<file path="src/rtl/mvd_bin_parser_if.sv">
// Bin stream and result bundle between the bin decoder, the MVD bin parser and its consumers.
// The master drives start/mvp/bins; the slave (parser) returns ready and the reconstructed MV.
interface mvd_bin_parser_if #(
    parameter int FMV_WIDTH = 10,
    parameter int MVD_WIDTH = 11
);
    // A bin moves when bin_valid_i & bin_ready_o are high on a rising clock edge;
    // ready never depends on valid, and valid may drop between bins at any time.
    logic                       start_i;
    logic [2*FMV_WIDTH-1:0]     mvp_i;
    logic                       bin_i;
    logic                       bin_valid_i;
    logic                       bin_ready_o;
    logic [2*FMV_WIDTH-1:0]     mv_o;
    logic [2*MVD_WIDTH-1:0]     mvd_o;
    logic [5:0]                 mv_bits_cnt_o;
    logic                       done_o;
    logic                       err_o;

    modport master (
        output start_i, mvp_i, bin_i, bin_valid_i,
        input  bin_ready_o, mv_o, mvd_o, mv_bits_cnt_o, done_o, err_o
    );

    modport slave (
        input  start_i, mvp_i, bin_i, bin_valid_i,
        output bin_ready_o, mv_o, mvd_o, mv_bits_cnt_o, done_o, err_o
    );
endinterface

</file>
<file path="src/rtl/mvd_bin_parser.sv">
// Rebuilds mvd/mv from HEVC mvd_coding bins (greater0, greater1, EG1 abs_minus2, sign).
// Optional MVD_BITS_CNT_EN builds the saturating consumed-bin counter; otherwise mv_bits_cnt_o is 0.
module mvd_bin_parser #(
    parameter int FMV_WIDTH = 10,
    parameter int MVD_WIDTH = 11
) (
    input  logic                clk,
    input  logic                rstn,
    mvd_bin_parser_if.slave     bus,
    output logic [3:0]          o_dbg_state
);
    localparam int KW = $clog2(MVD_WIDTH) + 1;

    typedef enum logic [3:0] {
        S_IDLE, S_G0X, S_G0Y, S_G1X, S_G1Y,
        S_PFX_X, S_SFX_X, S_SGN_X, S_PFX_Y, S_SFX_Y, S_SGN_Y, S_DONE
    } state_t;

    state_t                 r_state, w_state_nxt, w_x_entry, w_y_entry;
    logic [2*FMV_WIDTH-1:0] r_mvp;
    logic                   r_g0x, r_g0y, r_g1x, r_g1y, r_negx, r_negy;
    logic                   w_g0x_nxt, w_g0y_nxt, w_g1x_nxt, w_g1y_nxt, w_negx_nxt, w_negy_nxt;
    logic [KW-1:0]          r_k, w_k_nxt;
    logic [MVD_WIDTH-1:0]   r_valx, r_valy, w_valx_nxt, w_valy_nxt;
    logic [MVD_WIDTH-1:0]   w_pfx_inc, w_sfx_inc, w_absx, w_absy, w_mvdx, w_mvdy;
    logic [FMV_WIDTH-1:0]   w_mvx, w_mvy;
    logic                   w_acc, w_ovf, w_load;
    logic [2*FMV_WIDTH-1:0] r_mv_o;
    logic [2*MVD_WIDTH-1:0] r_mvd_o;
    logic                   r_done_o, r_err_o;

    assign bus.bin_ready_o = (r_state != S_IDLE) && (r_state != S_DONE);
    // A bin that coincides with start_i belongs to the aborted parse and is dropped.
    assign w_acc     = bus.bin_valid_i & bus.bin_ready_o & ~bus.start_i;
    assign w_pfx_inc = MVD_WIDTH'(1) << r_k;
    assign w_sfx_inc = MVD_WIDTH'(bus.bin_i) << (r_k - KW'(1));

    always_comb begin
        w_state_nxt = r_state;
        w_g0x_nxt   = r_g0x;
        w_g0y_nxt   = r_g0y;
        w_g1x_nxt   = r_g1x;
        w_g1y_nxt   = r_g1y;
        w_negx_nxt  = r_negx;
        w_negy_nxt  = r_negy;
        w_k_nxt     = r_k;
        w_valx_nxt  = r_valx;
        w_valy_nxt  = r_valy;
        w_ovf       = 1'b0;
        if (w_acc) begin
            case (r_state)
                S_G0X: w_g0x_nxt = bus.bin_i;
                S_G0Y: w_g0y_nxt = bus.bin_i;
                S_G1X: w_g1x_nxt = bus.bin_i;
                S_G1Y: w_g1y_nxt = bus.bin_i;
                S_PFX_X, S_PFX_Y: begin
                    if (bus.bin_i) begin
                        if (r_k == KW'(MVD_WIDTH - 1)) begin
                            w_ovf = 1'b1;
                        end else begin
                            w_k_nxt = r_k + KW'(1);
                            if (r_state == S_PFX_X) w_valx_nxt = r_valx + w_pfx_inc;
                            else                    w_valy_nxt = r_valy + w_pfx_inc;
                        end
                    end
                end
                S_SFX_X, S_SFX_Y: begin
                    // k returns to 1 after the last suffix bin, ready for the other component.
                    w_k_nxt = (r_k == KW'(1)) ? KW'(1) : r_k - KW'(1);
                    if (r_state == S_SFX_X) w_valx_nxt = r_valx + w_sfx_inc;
                    else                    w_valy_nxt = r_valy + w_sfx_inc;
                end
                S_SGN_X: w_negx_nxt = bus.bin_i;
                S_SGN_Y: w_negy_nxt = bus.bin_i;
                default: ;
            endcase
        end

        w_y_entry = w_g0y_nxt ? (w_g1y_nxt ? S_PFX_Y : S_SGN_Y) : S_DONE;
        w_x_entry = w_g0x_nxt ? (w_g1x_nxt ? S_PFX_X : S_SGN_X) : w_y_entry;

        case (r_state)
            S_G0X:   if (w_acc) w_state_nxt = S_G0Y;
            S_G0Y:   if (w_acc) w_state_nxt = w_g0x_nxt ? S_G1X : (w_g0y_nxt ? S_G1Y : w_x_entry);
            S_G1X:   if (w_acc) w_state_nxt = r_g0y ? S_G1Y : w_x_entry;
            S_G1Y:   if (w_acc) w_state_nxt = w_x_entry;
            S_PFX_X: if (w_acc) w_state_nxt = w_ovf ? S_IDLE : (bus.bin_i ? S_PFX_X : S_SFX_X);
            S_SFX_X: if (w_acc && r_k == KW'(1)) w_state_nxt = S_SGN_X;
            S_SGN_X: if (w_acc) w_state_nxt = w_y_entry;
            S_PFX_Y: if (w_acc) w_state_nxt = w_ovf ? S_IDLE : (bus.bin_i ? S_PFX_Y : S_SFX_Y);
            S_SFX_Y: if (w_acc && r_k == KW'(1)) w_state_nxt = S_SGN_Y;
            S_SGN_Y: if (w_acc) w_state_nxt = S_DONE;
            S_DONE:  w_state_nxt = S_IDLE;
            default: w_state_nxt = S_IDLE;
        endcase

        if (bus.start_i) begin
            w_state_nxt = S_G0X;
            w_g0x_nxt   = 1'b0;
            w_g0y_nxt   = 1'b0;
            w_g1x_nxt   = 1'b0;
            w_g1y_nxt   = 1'b0;
            w_negx_nxt  = 1'b0;
            w_negy_nxt  = 1'b0;
            w_k_nxt     = KW'(1);
            w_valx_nxt  = '0;
            w_valy_nxt  = '0;
        end
    end

    // Results are formed from the post-accept values so they register on the last bin's edge.
    assign w_absx = w_g0x_nxt ? (w_g1x_nxt ? w_valx_nxt + MVD_WIDTH'(2) : MVD_WIDTH'(1)) : '0;
    assign w_absy = w_g0y_nxt ? (w_g1y_nxt ? w_valy_nxt + MVD_WIDTH'(2) : MVD_WIDTH'(1)) : '0;
    assign w_mvdx = w_negx_nxt ? ('0 - w_absx) : w_absx;
    assign w_mvdy = w_negy_nxt ? ('0 - w_absy) : w_absy;
    assign w_mvx  = r_mvp[FMV_WIDTH-1:0] + w_mvdx[FMV_WIDTH-1:0];
    assign w_mvy  = r_mvp[2*FMV_WIDTH-1:FMV_WIDTH] + w_mvdy[FMV_WIDTH-1:0];
    assign w_load = (w_state_nxt == S_DONE);

    always_ff @(posedge clk or negedge rstn) begin
        if (!rstn) begin
            r_state  <= S_IDLE;
            r_mvp    <= '0;
            r_g0x    <= 1'b0;
            r_g0y    <= 1'b0;
            r_g1x    <= 1'b0;
            r_g1y    <= 1'b0;
            r_negx   <= 1'b0;
            r_negy   <= 1'b0;
            r_k      <= '0;
            r_valx   <= '0;
            r_valy   <= '0;
            r_mv_o   <= '0;
            r_mvd_o  <= '0;
            r_done_o <= 1'b0;
            r_err_o  <= 1'b0;
        end else begin
            r_state  <= w_state_nxt;
            r_g0x    <= w_g0x_nxt;
            r_g0y    <= w_g0y_nxt;
            r_g1x    <= w_g1x_nxt;
            r_g1y    <= w_g1y_nxt;
            r_negx   <= w_negx_nxt;
            r_negy   <= w_negy_nxt;
            r_k      <= w_k_nxt;
            r_valx   <= w_valx_nxt;
            r_valy   <= w_valy_nxt;
            r_done_o <= w_load;
            r_err_o  <= w_ovf;
            if (bus.start_i) r_mvp <= bus.mvp_i;
            if (w_load) begin
                r_mv_o  <= {w_mvy, w_mvx};
                r_mvd_o <= {w_mvdy, w_mvdx};
            end
        end
    end

`ifdef MVD_BITS_CNT_EN
    logic [5:0] r_cnt, w_cnt_nxt, r_cnt_o;

    always_comb begin
        w_cnt_nxt = r_cnt;
        if (bus.start_i)                w_cnt_nxt = '0;
        else if (w_acc && r_cnt != 6'd63) w_cnt_nxt = r_cnt + 6'd1;
    end

    always_ff @(posedge clk or negedge rstn) begin
        if (!rstn) begin
            r_cnt   <= '0;
            r_cnt_o <= '0;
        end else begin
            r_cnt <= w_cnt_nxt;
            if (w_load) r_cnt_o <= w_cnt_nxt;
        end
    end

    assign bus.mv_bits_cnt_o = r_cnt_o;
`else
    assign bus.mv_bits_cnt_o = 6'd0;
`endif

    assign bus.mv_o    = r_mv_o;
    assign bus.mvd_o   = r_mvd_o;
    assign bus.done_o  = r_done_o;
    assign bus.err_o   = r_err_o;
    assign o_dbg_state = r_state;
endmodule

</file>
<file path="src/flat_wrapper.sv">
// flat-port wrapper written by rule: the top's interface ports become plain ports
module mvd_bin_parser_flat 
#(
    parameter int FMV_WIDTH = 10,
    parameter int MVD_WIDTH = 11
)
  (clk, rstn, o_dbg_state, bus_start_i, bus_mvp_i, bus_bin_i, bus_bin_valid_i, bus_bin_ready_o, bus_mv_o, bus_mvd_o, bus_mv_bits_cnt_o, bus_done_o, bus_err_o);
  mvd_bin_parser_if #(.FMV_WIDTH(FMV_WIDTH), .MVD_WIDTH(MVD_WIDTH)) bus_i ();
  input  logic clk;
  input  logic rstn;
  output logic [3:0] o_dbg_state;
  input wire logic [$bits(bus_i.start_i)-1:0] bus_start_i;
  input wire logic [$bits(bus_i.mvp_i)-1:0] bus_mvp_i;
  input wire logic [$bits(bus_i.bin_i)-1:0] bus_bin_i;
  input wire logic [$bits(bus_i.bin_valid_i)-1:0] bus_bin_valid_i;
  output wire logic [$bits(bus_i.bin_ready_o)-1:0] bus_bin_ready_o;
  output wire logic [$bits(bus_i.mv_o)-1:0] bus_mv_o;
  output wire logic [$bits(bus_i.mvd_o)-1:0] bus_mvd_o;
  output wire logic [$bits(bus_i.mv_bits_cnt_o)-1:0] bus_mv_bits_cnt_o;
  output wire logic [$bits(bus_i.done_o)-1:0] bus_done_o;
  output wire logic [$bits(bus_i.err_o)-1:0] bus_err_o;
  assign bus_i.start_i = bus_start_i;
  assign bus_i.mvp_i = bus_mvp_i;
  assign bus_i.bin_i = bus_bin_i;
  assign bus_i.bin_valid_i = bus_bin_valid_i;
  assign bus_bin_ready_o = bus_i.bin_ready_o;
  assign bus_mv_o = bus_i.mv_o;
  assign bus_mvd_o = bus_i.mvd_o;
  assign bus_mv_bits_cnt_o = bus_i.mv_bits_cnt_o;
  assign bus_done_o = bus_i.done_o;
  assign bus_err_o = bus_i.err_o;
  mvd_bin_parser #(.FMV_WIDTH(FMV_WIDTH), .MVD_WIDTH(MVD_WIDTH)) u_core (.clk(clk), .rstn(rstn), .bus(bus_i), .o_dbg_state(o_dbg_state));
endmodule
</file>
<file path="config.mk">
export PLATFORM = sky130hd
export DESIGN_NAME = mvd_bin_parser_flat
export DESIGN_NICKNAME = d
export VERILOG_FILES = /design/src/rtl/mvd_bin_parser_if.sv /design/src/rtl/mvd_bin_parser.sv /design/src/flat_wrapper.sv
export SDC_FILE = /design/constraint.sdc
export NUM_CORES = 1
export LEC_CHECK = 0
export CAP_MARGIN = 0
export CORE_MARGIN = 8
export CORE_UTILIZATION = 60
export DETAILED_ROUTE_END_ITERATION = 12
export MAX_ROUTING_LAYER = met4
export PLACE_DENSITY = 0.83
export RECOVER_POWER = 25
export SLEW_MARGIN = 25
export SYNTH_ARGS = -nofsm -noshare
export SYNTH_HDL_FRONTEND = slang
export SYNTH_SLANG_ARGS = --single-unit
</file>
<file path="constraint.sdc">
create_clock -name clk -period 9.1 [get_ports clk]
set_input_delay 0.91 -clock clk [delete_from_list [all_inputs] [get_ports clk]]
set_output_delay 0.91 -clock clk [all_outputs]
set_load 0.01 [all_outputs]
</file>
==> flow_metrics.py <==
metrics = {
    "die": {
        "boundaryPins": 80,
        "die_area_sq_um": 19230,
        "start_util_pct": 60.28,
        "floorplan.rows": 45,
        "core_sq_um": 14980,
        "die_y_microns": 138.7,
        "die_x_microns": 138.7,
    },
    "global_route": {
        "grt_max_degree": 63,
        "grt.overflow.total": 0,
        "antenna_found_initial": 0,
        "grt_pass1_vias": 7899,
        "grt_pass1_wl_microns": 41380,
        "track_usage_pct": 26.88,
    },
    "clock_network": {
        "clk_latency_ps": 360,
        "postCtsSetupBuffers": 0,
        "cts_resized": 0,
        "cts_root_buf": "clkbuf_16",
        "clkTransAtPathRegs_ps": 70,
        "numCtsBuffers": 9,
        "cts_max_level": 3,
        "cts_hold_buffers": 0,
        "cts_tree": "yes",
        "cts.path.max_buffers": 2,
        "clock-sinks": 101,
    },
    "placement": {
        "place_congestion": 0.9790,
        "io_buffers": 73,
        "dp_hpwl_microns": 18790,
    },
    "run": {
        "cap_violations": 3,
    },
    "sta": {
        "worst_pin_slew_ps": 3248,
        "slew_headroom_pct": -116.5,
        "hold_ws_ps": 498.3,
        "maxSlewViolCount": 156,
        "setup_viol": 0,
        "hold_violations": 0,
        "finClkSkew_ps": 8.180,
        "grt_setup_unrepaired": "false",
        "fin_setup_tns_ps": 0,
        "max_freq_mhz": 128.8,
        "post-route-min-period_ps": 7766,
        "period_share_pct": 85.34,
    },
    "drt": {
        "drc": 0,
        "drt_first_pass_iters": 6,
        "dr.first_iter.drc_count": 900,
        "final_antenna_net_count": 0,
        "routed_wl_microns": 25460,
        "viasPerCell": 6.539,
        "vias": 8317,
        "wire_per_inst_microns": 20.02,
    },
    "cells_and_area": {
        "finish.net_count": 1179,
        "areaGrowthSynthToFinish_pct": 12.42,
        "diodes": 0,
        "drive_gt1_share_pct": 10.24,
    },
    "logic_synthesis": {
        "synth_flop_cell": "dfrtp_1",
        "yosysWarnings": 0,
        "synth_edf_count": 0,
        "ys_seq_area_share_pct": 27.99,
        "syn_inst": 1029,
        "ys_types": 93,
        "synth_top_area_share_pct": 27.99,
        "synthTopCellsByCount": "dfrtp_1, nor2_1, ha_1, nand2_1, o21ai_0",
        "ys_seq_elements": 101,
        "synth.most_common_cell": "dfrtp_1",
        "async_reset_ff_share_pct": 100.0,
        "yosys.area.top_type": "dfrtp_1",
        "yosys-top-cells-area": "dfrtp_1, ha_1, mux2_2",
        "syn_area_per_cell_sq_um": 8.774,
        "synth_area_sq_um": 9029,
    },
    "critical_path": {
        "worstPathRequired_ps": 9340,
        "startpoint_type": "input port",
        "crit_end": "u_core.bus.mv_o[9]$_DFFE_PN0P_",
        "rr_worst_depth": 24,
        "arrival_ps": 8010,
        "r2r_end": "u_core.bus.mv_o[9]$_DFFE_PN0P_",
        "ff2ff_setup_slack_ps": 1680,
        "crit_fanout": 51,
        "endpoint_kind": "register",
        "crit_path_start": "bus_start_i",
        "rr_startpoint": "u_core.r_k[0]$_DFFE_PN0P_",
        "crit_type": "input port to register",
    },
    "power_and_ir_drop": {
        "power.density_nw_per_um2": 110.2,
        "ir_worst_vdd_uv": 101.0,
        "p_leak_nw": 4.590,
    },
    "run_status": {
        "violations": "max-capacitance violations, max-slew violations",
        "status": "finished with violations",
    },
    "hold_path": {
        "hold_class": "register to register",
        "min_path_cells": 2,
    },
}
worst min-delay path by stage:
stage / start / to / slack [ps]
final: u_core.bus.mv_o[2]$_DFFE_PN0P_ / u_core.bus.mv_o[2]$_DFFE_PN0P_ / 500
after detailed placement: u_core.bus.mv_o[6]$_DFFE_PN0P_ / u_core.bus.mv_o[6]$_DFFE_PN0P_ / 480
after CTS: u_core.bus.mv_o[2]$_DFFE_PN0P_ / u_core.bus.mv_o[2]$_DFFE_PN0P_ / 500
after global placement: u_core.bus.mv_o[3]$_DFFE_PN0P_ / u_core.bus.mv_o[3]$_DFFE_PN0P_ / 470
after global routing: u_core.bus.mvd_o[7]$_DFFE_PN0P_ / u_core.bus.mvd_o[7]$_DFFE_PN0P_ / 520
after floorplan: u_core.r_mvp[0]$_DFFE_PN0P_ / u_core.r_mvp[0]$_DFFE_PN0P_ / 480
stage by stage:
stage                     area, sq um  total power, W  util [%]  cells  setup slack, ps
after floorplan                  9047       0.0006434         -   1034             2533
after global placement           9877       0.0007346     65.95   1256             2119
after detailed placement         9877       0.0007404     65.95   1256             1886
after CTS                       10160        0.001122     67.84   1272             1801
after global routing            10150        0.001165     67.77   1272            809.5
final                           10150        0.001119     67.77   1272             1334
routing by layer:
layer  GRT usage [%]  vias to the layer above  part of all wire [%]
met5               -                        -                     0
met4           11.21                        0                   2.9
met3           4.613                       59                   8.5
met2           39.63                      390                    44
met1           35.90                     3949                    44
li1                -                     3919                     -
cell usage in the layout, fill, tap and decap left out, types with 7 or more instances in the layout:
| cell type | instances |
|---|---|
| a211oi_1 | 17 |
| a21o_1 | 24 |
| a21oi_1 | 60 |
| a22oi_1 | 10 |
| a31oi_1 | 7 |
| and2_1 | 23 |
| and3_1 | 8 |
| buf_4 | 10 |
| clkbuf_16 | 9 |
| clkdlybuf4s50_1 | 71 |
| dfrtp_1 | 101 |
| ha_1 | 69 |
| inv_1 | 43 |
| mux2_2 | 49 |
| mux2i_1 | 15 |
| nand2_1 | 66 |
| nand2b_1 | 7 |
| nand3_1 | 32 |
| nand4_1 | 9 |
| nor2_1 | 89 |
| nor3_1 | 21 |
| nor3b_1 | 7 |
| nor4_1 | 9 |
| o211ai_1 | 11 |
| o21a_1 | 8 |
| o21ai_0 | 66 |
| o21bai_1 | 9 |
| or3_1 | 14 |
| xnor2_1 | 33 |
| xor2_1 | 22 |
sequential cells by signal, indices dropped and copies added (netlist names):
name,count
u_core.bus.mvd_o,22
u_core.bus.mv_o,20
u_core.r_mvp,20
u_core.r_valx,11
u_core.r_valy,11
u_core.r_k,5
u_core.o_dbg_state,4
u_core.bus.done_o,1
u_core.bus.err_o,1
u_core.r_g0x,1
u_core.r_g0y,1
u_core.r_g1x,1
u_core.r_g1y,1
u_core.r_negx,1
u_core.r_negy,1
report_power, final:
part	leakage, nW	switching (W)	internal (W)
Clock	0.133	0.000193	0.000191
Sequential	1.35	0.0000293	0.000478
Combinational	3.11	0.000120	0.000107
area by class of cell:
cell class	count	area, sq um
multi-input cells	836	6128
fillers	1179	4827
flip-flops and latches	101	2527
repair buffers	85	802.0
well taps	188	235.2
clock buffers	10	229.0
inverters	46	172.7
clock inverters	6	55.05
worst max-delay path, stage by stage:
cell      delay (ps)
buf_2             90
clkbuf_1        1990
inv_1           1080
nand3_1          270
o32a_1           210
inv_1             70
ha_1             220
inv_1             70
a211oi_1          50
mux2i_1          220
or3_1            440
nand2_1          100
xnor2_1          160
ha_1             320
a21oi_1          160
o21ai_0          190
or4_1            440
and4_1           240
o311a_1          140
o32a_1           330
o31a_1           280
cells by family after synthesis:
kind of cell	count (synthesis)	synth area share, %
simple gates	329	19.29
compound gates	304	23.63
flops	101	27.99
buf+inv	97	4.504
fa+ha+maj	75	10.89
mux	66	8.065
xor+xnor	56	5.585
other cells	1	0.04153
(Power assumes the default switching activity.)
